$ cat src/rtl/distance_filter_if.sv
// distance_filter_if: raw sample input and filtered outputs of distance_filter.
interface distance_filter_if;
  logic       distance_valid;
  logic [7:0] distance;
  logic [7:0] avg_distance;
  logic       avg_valid;
  logic       obstacle;
  logic       stale;
  modport master (output distance_valid, distance, input avg_distance, avg_valid, obstacle, stale);
  modport slave (input distance_valid, distance, output avg_distance, avg_valid, obstacle, stale);
endinterface

$ cat src/rtl/distance_filter.sv
// distance_filter: moving-average distance smoother with hysteretic obstacle flag and sensor watchdog.
// Outlier rejection is compiled in when OUTLIER_REJECT_EN is defined.
module distance_filter #(
  parameter int LOG2_DEPTH     = 3,
  parameter int NEAR_CM        = 20,
  parameter int FAR_CM         = 30,
  parameter int TIMEOUT_CYCLES = 10_000_000
`ifdef OUTLIER_REJECT_EN
  , parameter int MAX_JUMP     = 40
`endif
) (
  input logic clk,
  input logic rst,
  input logic clear,
  distance_filter_if.slave bus
);
  localparam int DEPTH = 1 << LOG2_DEPTH;
  localparam int SW = 8 + LOG2_DEPTH;
  localparam int TW = $clog2(TIMEOUT_CYCLES + 1);
  localparam logic [7:0] NEAR = 8'(NEAR_CM);
  localparam logic [7:0] FAR = 8'(FAR_CM);
  localparam logic [TW-1:0] TMO = TW'(TIMEOUT_CYCLES);
  localparam logic [TW-1:0] TMO_LAST = TW'(TIMEOUT_CYCLES - 1);
  typedef enum logic {EMPTY, RUN} state_t;
  state_t state, state_next;
  logic [7:0] buffer [DEPTH];
  logic [LOG2_DEPTH-1:0] ptr, ptr_next;
  logic [SW-1:0] sum, sum_next, sum_new;
  logic [TW-1:0] cnt, cnt_next;
  logic [7:0] avg, avg_next, avg_new;
  logic avg_valid, avg_valid_next, obstacle, obstacle_next, stale, stale_next;
  logic sample, accept, prime, reject, force_prime;
  assign sample = bus.distance_valid && bus.distance != 8'd0;
`ifdef OUTLIER_REJECT_EN
  localparam logic [7:0] JUMP = 8'(MAX_JUMP);
  logic [2:0] rejects;
  logic [7:0] diff;
  logic jump;
  always_comb begin
    diff = bus.distance >= avg ? bus.distance - avg : avg - bus.distance;
    jump = sample && state == RUN && diff > JUMP;
    reject = jump && rejects != 3'd2;
    force_prime = jump && rejects == 3'd2;
  end
  always_ff @(posedge clk or negedge rst)
    if (!rst) rejects <= '0;
    else if (clear || accept) rejects <= '0;
    else if (reject) rejects <= rejects + 3'd1;
`else
  assign reject = 1'b0;
  assign force_prime = 1'b0;
`endif
  assign accept = sample && !reject;
  assign prime = accept && (state == EMPTY || force_prime);
  assign sum_new = prime ? {bus.distance, {LOG2_DEPTH{1'b0}}}
                         : sum - SW'(buffer[ptr]) + SW'(bus.distance);
  assign avg_new = sum_new[SW-1:LOG2_DEPTH];
  always_comb begin
    state_next = state;
    ptr_next = ptr;
    sum_next = sum;
    cnt_next = bus.distance_valid ? '0 : cnt == TMO ? cnt : cnt + TW'(1);
    avg_next = avg;
    avg_valid_next = 1'b0;
    obstacle_next = obstacle;
    stale_next = stale;
    if (clear) begin
      state_next = EMPTY;
      ptr_next = '0;
      sum_next = '0;
      cnt_next = '0;
      avg_next = '0;
      obstacle_next = 1'b0;
      stale_next = 1'b0;
    end else if (accept) begin
      state_next = RUN;
      ptr_next = prime ? '0 : ptr + 1'b1;
      sum_next = sum_new;
      avg_next = avg_new;
      avg_valid_next = 1'b1;
      stale_next = 1'b0;
      obstacle_next = avg_new < NEAR ? 1'b1 : avg_new >= FAR ? 1'b0 : obstacle;
    end else if (!bus.distance_valid && cnt == TMO_LAST) begin
      state_next = EMPTY;
      stale_next = 1'b1;
      obstacle_next = 1'b1;
    end
  end
  always_ff @(posedge clk or negedge rst)
    if (!rst) begin
      state <= EMPTY;
      ptr <= '0;
      sum <= '0;
      cnt <= '0;
      avg <= '0;
      avg_valid <= 1'b0;
      obstacle <= 1'b0;
      stale <= 1'b0;
    end else begin
      state <= state_next;
      ptr <= ptr_next;
      sum <= sum_next;
      cnt <= cnt_next;
      avg <= avg_next;
      avg_valid <= avg_valid_next;
      obstacle <= obstacle_next;
      stale <= stale_next;
    end
  // Priming fills every slot so the running sum and the buffer always agree.
  always_ff @(posedge clk)
    if (!clear && accept)
      for (int i = 0; i < DEPTH; i++)
        if (prime || ptr == LOG2_DEPTH'(i)) buffer[i] <= bus.distance;
  assign bus.avg_distance = avg;
  assign bus.avg_valid = avg_valid;
  assign bus.obstacle = obstacle;
  assign bus.stale = stale;
endmodule

$ cat src/flat_wrapper.sv
// flat-port wrapper written by rule: the top's interface ports become plain ports
module distance_filter_flat 
#(
  parameter int LOG2_DEPTH     = 3,
  parameter int NEAR_CM        = 20,
  parameter int FAR_CM         = 30,
  parameter int TIMEOUT_CYCLES = 10_000_000

)
  (clk, rst, clear, bus_distance_valid, bus_distance, bus_avg_distance, bus_avg_valid, bus_obstacle, bus_stale);
  distance_filter_if bus_i ();
  input logic clk;
  input logic rst;
  input logic clear;
  input wire logic [$bits(bus_i.distance_valid)-1:0] bus_distance_valid;
  input wire logic [$bits(bus_i.distance)-1:0] bus_distance;
  output wire logic [$bits(bus_i.avg_distance)-1:0] bus_avg_distance;
  output wire logic [$bits(bus_i.avg_valid)-1:0] bus_avg_valid;
  output wire logic [$bits(bus_i.obstacle)-1:0] bus_obstacle;
  output wire logic [$bits(bus_i.stale)-1:0] bus_stale;
  assign bus_i.distance_valid = bus_distance_valid;
  assign bus_i.distance = bus_distance;
  assign bus_avg_distance = bus_i.avg_distance;
  assign bus_avg_valid = bus_i.avg_valid;
  assign bus_obstacle = bus_i.obstacle;
  assign bus_stale = bus_i.stale;
  distance_filter #(.LOG2_DEPTH(LOG2_DEPTH), .NEAR_CM(NEAR_CM), .FAR_CM(FAR_CM), .TIMEOUT_CYCLES(TIMEOUT_CYCLES)) u_core (.clk(clk), .rst(rst), .clear(clear), .bus(bus_i));
endmodule
$ cat config.mk
export PLATFORM = sky130hd
export DESIGN_NAME = distance_filter_flat
export DESIGN_NICKNAME = d
export VERILOG_FILES = /design/src/rtl/distance_filter_if.sv /design/src/rtl/distance_filter.sv /design/src/flat_wrapper.sv
export SDC_FILE = /design/constraint.sdc
export NUM_CORES = 1
export LEC_CHECK = 0
export ABC_AREA = 0
export CAP_MARGIN = 5
export CORE_MARGIN = 2
export CORE_UTILIZATION = 60
export CTS_CLUSTER_DIAMETER = 40
export CTS_CLUSTER_SIZE = 10
export DETAILED_ROUTE_END_ITERATION = 8
export PLACE_DENSITY = 0.79
export SLEW_MARGIN = 10
export SYNTH_ARGS = -nofsm -noshare
export SYNTH_HDL_FRONTEND = slang
export SYNTH_SLANG_ARGS = --single-unit
$ cat constraint.sdc
create_clock -name clk -period 5.1 [get_ports clk]
set_input_delay 1.53 -clock clk [delete_from_list [all_inputs] [get_ports clk]]
set_output_delay 1.53 -clock clk [all_outputs]
set_load 0.05 [all_outputs]
==> impl_metrics.yaml <==
final_layout:
  seq_area_mm2: 0.00297
  final.fill_count: 625
  multi_input_area_mm2: 0.00219
  diodes: 0
  post-route-cell-area_mm2: 0.00607
  drive_above_1_share: 0.142
  fin_util: 0.689
  area_growth_pct: 10.7
  final_nets: 534
placed_design:
  place_ws_ns: 0.583
  hpwlAfterDp_um: 8020
  port_buffers: 22
  detailed_place.area_mm2: 0.00586
  place_congestion: 0.930
logic_synthesis:
  synth_edf_count: 64
  ys_seq_area_frac: 0.542
  synthAdderAreaFrac: 0.0726
  ys_warn_count: 0
  synthXorXnorAreaFrac: 0.0431
  muxShareOfSynthArea: 0.0714
  synth_top_area_cell: "edfxtp_1"
  yosys-top-cells-area: "edfxtp_1, dfrtp_1, mux4_2"
  synth.distinct_cells: 55
  synthArstFlopShare: 0.396
  synth-compound-area-share: 0.0847
  synthesis.nets: 502
  synth_area_mm2: 0.00548
  synth-simple-area-share: 0.127
  synth-seq-cells: 106
  synth.avg_cell_area_um2: 11.8
  synth_top_area_frac: 0.351
  ys.flop_type: "edfxtp_1"
  synthCells: 463
  synth_top_family_by_area: "simple AND/OR/NAND/NOR gates"
worst_hold_path:
  hold_class: "flip-flop to flip-flop"
detailed_routing:
  dr.pass1.iters: 4
  num_vias: 3578
  drc: 0
  drt_iter0_markers: 155
  vias_per_cell: 5.88
  detail-route-antenna-nets: 0
  wl_per_cell_um: 18.3
  drt_wl_total_um: 11200
setup_path:
  end_kind: "flip-flop"
  cpMostUsedCell: "inv_1"
  crit_chain: "clkdlybuf4s50_1 -> inv_1 -> fa_1 -> inv_1 -> ha_1 -> a211oi_4 -> o21ai_1 -> a41o_1 -> a21oi_1 -> xor2_1 -> o21ai_0 -> o31ai_1"
  cp.required_ns: 5.39
  critPathLaunchType: "input pin"
  crit_arrival_ns: 4.42
  cp_max_fo: 4
  critPathSlowestCell: "fa_1"
  slowest_delay_ns: 0.60
  r2r_slack_ns: 1.00
  crit_type: "input pin to flip-flop"
sta:
  rsz0062_at_grt: "no"
  drv_slew: 0
  finalWorstSetupSlack_ns: 0.966
  skew_ns: 0.0114
  tns_ns: 0
  worst_slew_pin_slew_ns: 0.938
  slew_headroom: 0.375
  finalSetupViolations: 0
  clock.fmax_mhz: 242
  post-route-min-period_ns: 4.13
  hold_violations: 0
  period_share: 0.811
run:
  maxCapViolCount: 0
global_route:
  grt_pass1_vias: 3642
  grt.total_usage: 0.246
  globalRouteOverflowTotal: 0
  grt_start_max_net_pins: 43
  antenna_found_initial: 0
  grt_pass1_wl_um: 18500
clock_tree:
  clk_pin_slew_ns: 0.10
  cts_tree: "yes"
  clock_latency_ns: 0.38
  numCtsBuffers: 9
  clockRootBuffer: "clkbuf_8"
  clock_sinks: 106
  clk_path_buf_depth: 2
  cts_hold_buffers: 0
  cts_setup_buffers: 0
  h-tree-depth: 3
  postCtsResizedCells: 0
floorplanning:
  die_width_um: 99.6
  fp.dieArea_mm2: 0.00992
  start_util: 0.622
  fp.dieH_um: 99.6
  io_pins: 23
  core_mm2: 0.00881
  rows: 34
power:
  peakVddDrop_mv: 0.140
  p_leak_nw: 2.39
  p_per_area_mw_per_mm2: 315
outcome:
  status: "finished clean"
-- synthesized netlist by cell type (all sizes together), types with 2 or more instances --
| master | instances |
|---|---|
| a31oi | 3 |
| or2 | 2 |
| mux4 | 16 |
| nor4b | 3 |
| or3 | 4 |
| o211ai | 5 |
| nor2 | 43 |
| a221oi | 4 |
| xor2 | 14 |
| nor2b | 3 |
| a21o | 3 |
| and3 | 4 |
| nand3 | 15 |
| xnor2 | 13 |
| edfxtp | 64 |
| a21oi | 21 |
| mux2i | 2 |
| dfrtp | 42 |
| nor3 | 7 |
| or4 | 3 |
| o21ai | 16 |
| nand4 | 6 |
| clkbuf | 10 |
| inv | 47 |
| ha | 19 |
| o21a | 6 |
| nand2 | 46 |
| fa | 8 |
| a211oi | 5 |
| nor3b | 2 |
| buf | 14 |
-- worst paths after layout --
check,startpoint,endpoint,cells past startpoint
max in group asynchronous,rst,u_core.ptr[1],1
worst max-delay path,bus_distance[1],u_core.bus.obstacle,12
worst min-delay path,u_core.bus.stale,u_core.bus.stale,1
worst max register to register,u_core.ptr[0],u_core.bus.obstacle,13
worst min register to register,u_core.bus.stale,u_core.bus.stale,1
min in group asynchronous,rst,u_core.cnt[1],1
-- critical path, delay by kind of cell --
family	cells	cell delay, ns
compound gates	6	1.19
xor+xnor	1	0.16
fa+ha+maj	2	0.94
buf+inv	3	0.60
-- metal layers --
layer,part of all wire,routed length [um],GRT usage
met3,0.057,640,0.0485
met1,0.43,4750,0.331
met4,0.010,112,0.0896
met5,0,0,0
met2,0.51,5650,0.403
-- cell type report --
type	instances	share of cell area
Sequential cell	106	0.490
Multi-Input combinational cell	286	0.361
Timing Repair Buffer	45	0.0639
Clock buffer	11	0.0268
Inverter	47	0.0291
Tap cell	108	0.0223
Clock inverter	5	0.00722
-- sequential cells by signal, summed over array words and instances (netlist names) --
signal / count
u_core.bus.avg_valid: 1
u_core.bus.avg_distance: 7
u_core.sum: 4
u_core.cnt: 24
u_core.buffer: 64
u_core.bus.obstacle: 1
u_core.bus.stale: 1
u_core.ptr: 3
u_core.state: 1
-- cell usage in the layout (no fill, tap or decap), types with 8 or more instances in the layout --
master	Yosys	final
a21oi_1	21	21
edfxtp_1	64	64
nand2_1	46	46
xnor2_1	13	13
ha_1	19	19
o21ai_0	12	12
buf_4	8	23
fa_1	8	8
xor2_1	14	14
mux4_2	16	16
clkbuf_8	2	10
dfrtp_1	42	42
inv_1	47	47
nor2_1	41	41
nand3_1	15	15
clkdlybuf4s50_1	0	21
-- cells by family (layout without fill, tap and decap cells) --
kind of cell               count (synthesis)  after routing
adders and majority gates                 27             27
muxes                                     19             19
xor gates and xnor gates                  27             27
AOI/OAI and AO/OA                         70             70
and+or+nand+nor                          143            143
DFF                                      106            106
buffers and inverters                     71            108
-- per-stage QoR --
step	hold WS, ns	std cells	total power, mW
after floorplan	0.483	463	1.30
after global placement	0.481	592	1.39
after detailed placement	0.487	592	1.41
after CTS	0.523	608	1.92
after global routing	0.547	608	2.00
final	0.513	608	1.91
-- where the power goes --
group | switching (mW) | total, mW | leakage, nW | internal [mW]
logic | 0.249 | 0.422 | 1.12 | 0.172
clock network | 0.289 | 0.516 | 0.108 | 0.227
registers | 0.0218 | 0.972 | 1.17 | 0.950
(Power assumes the default switching activity.)
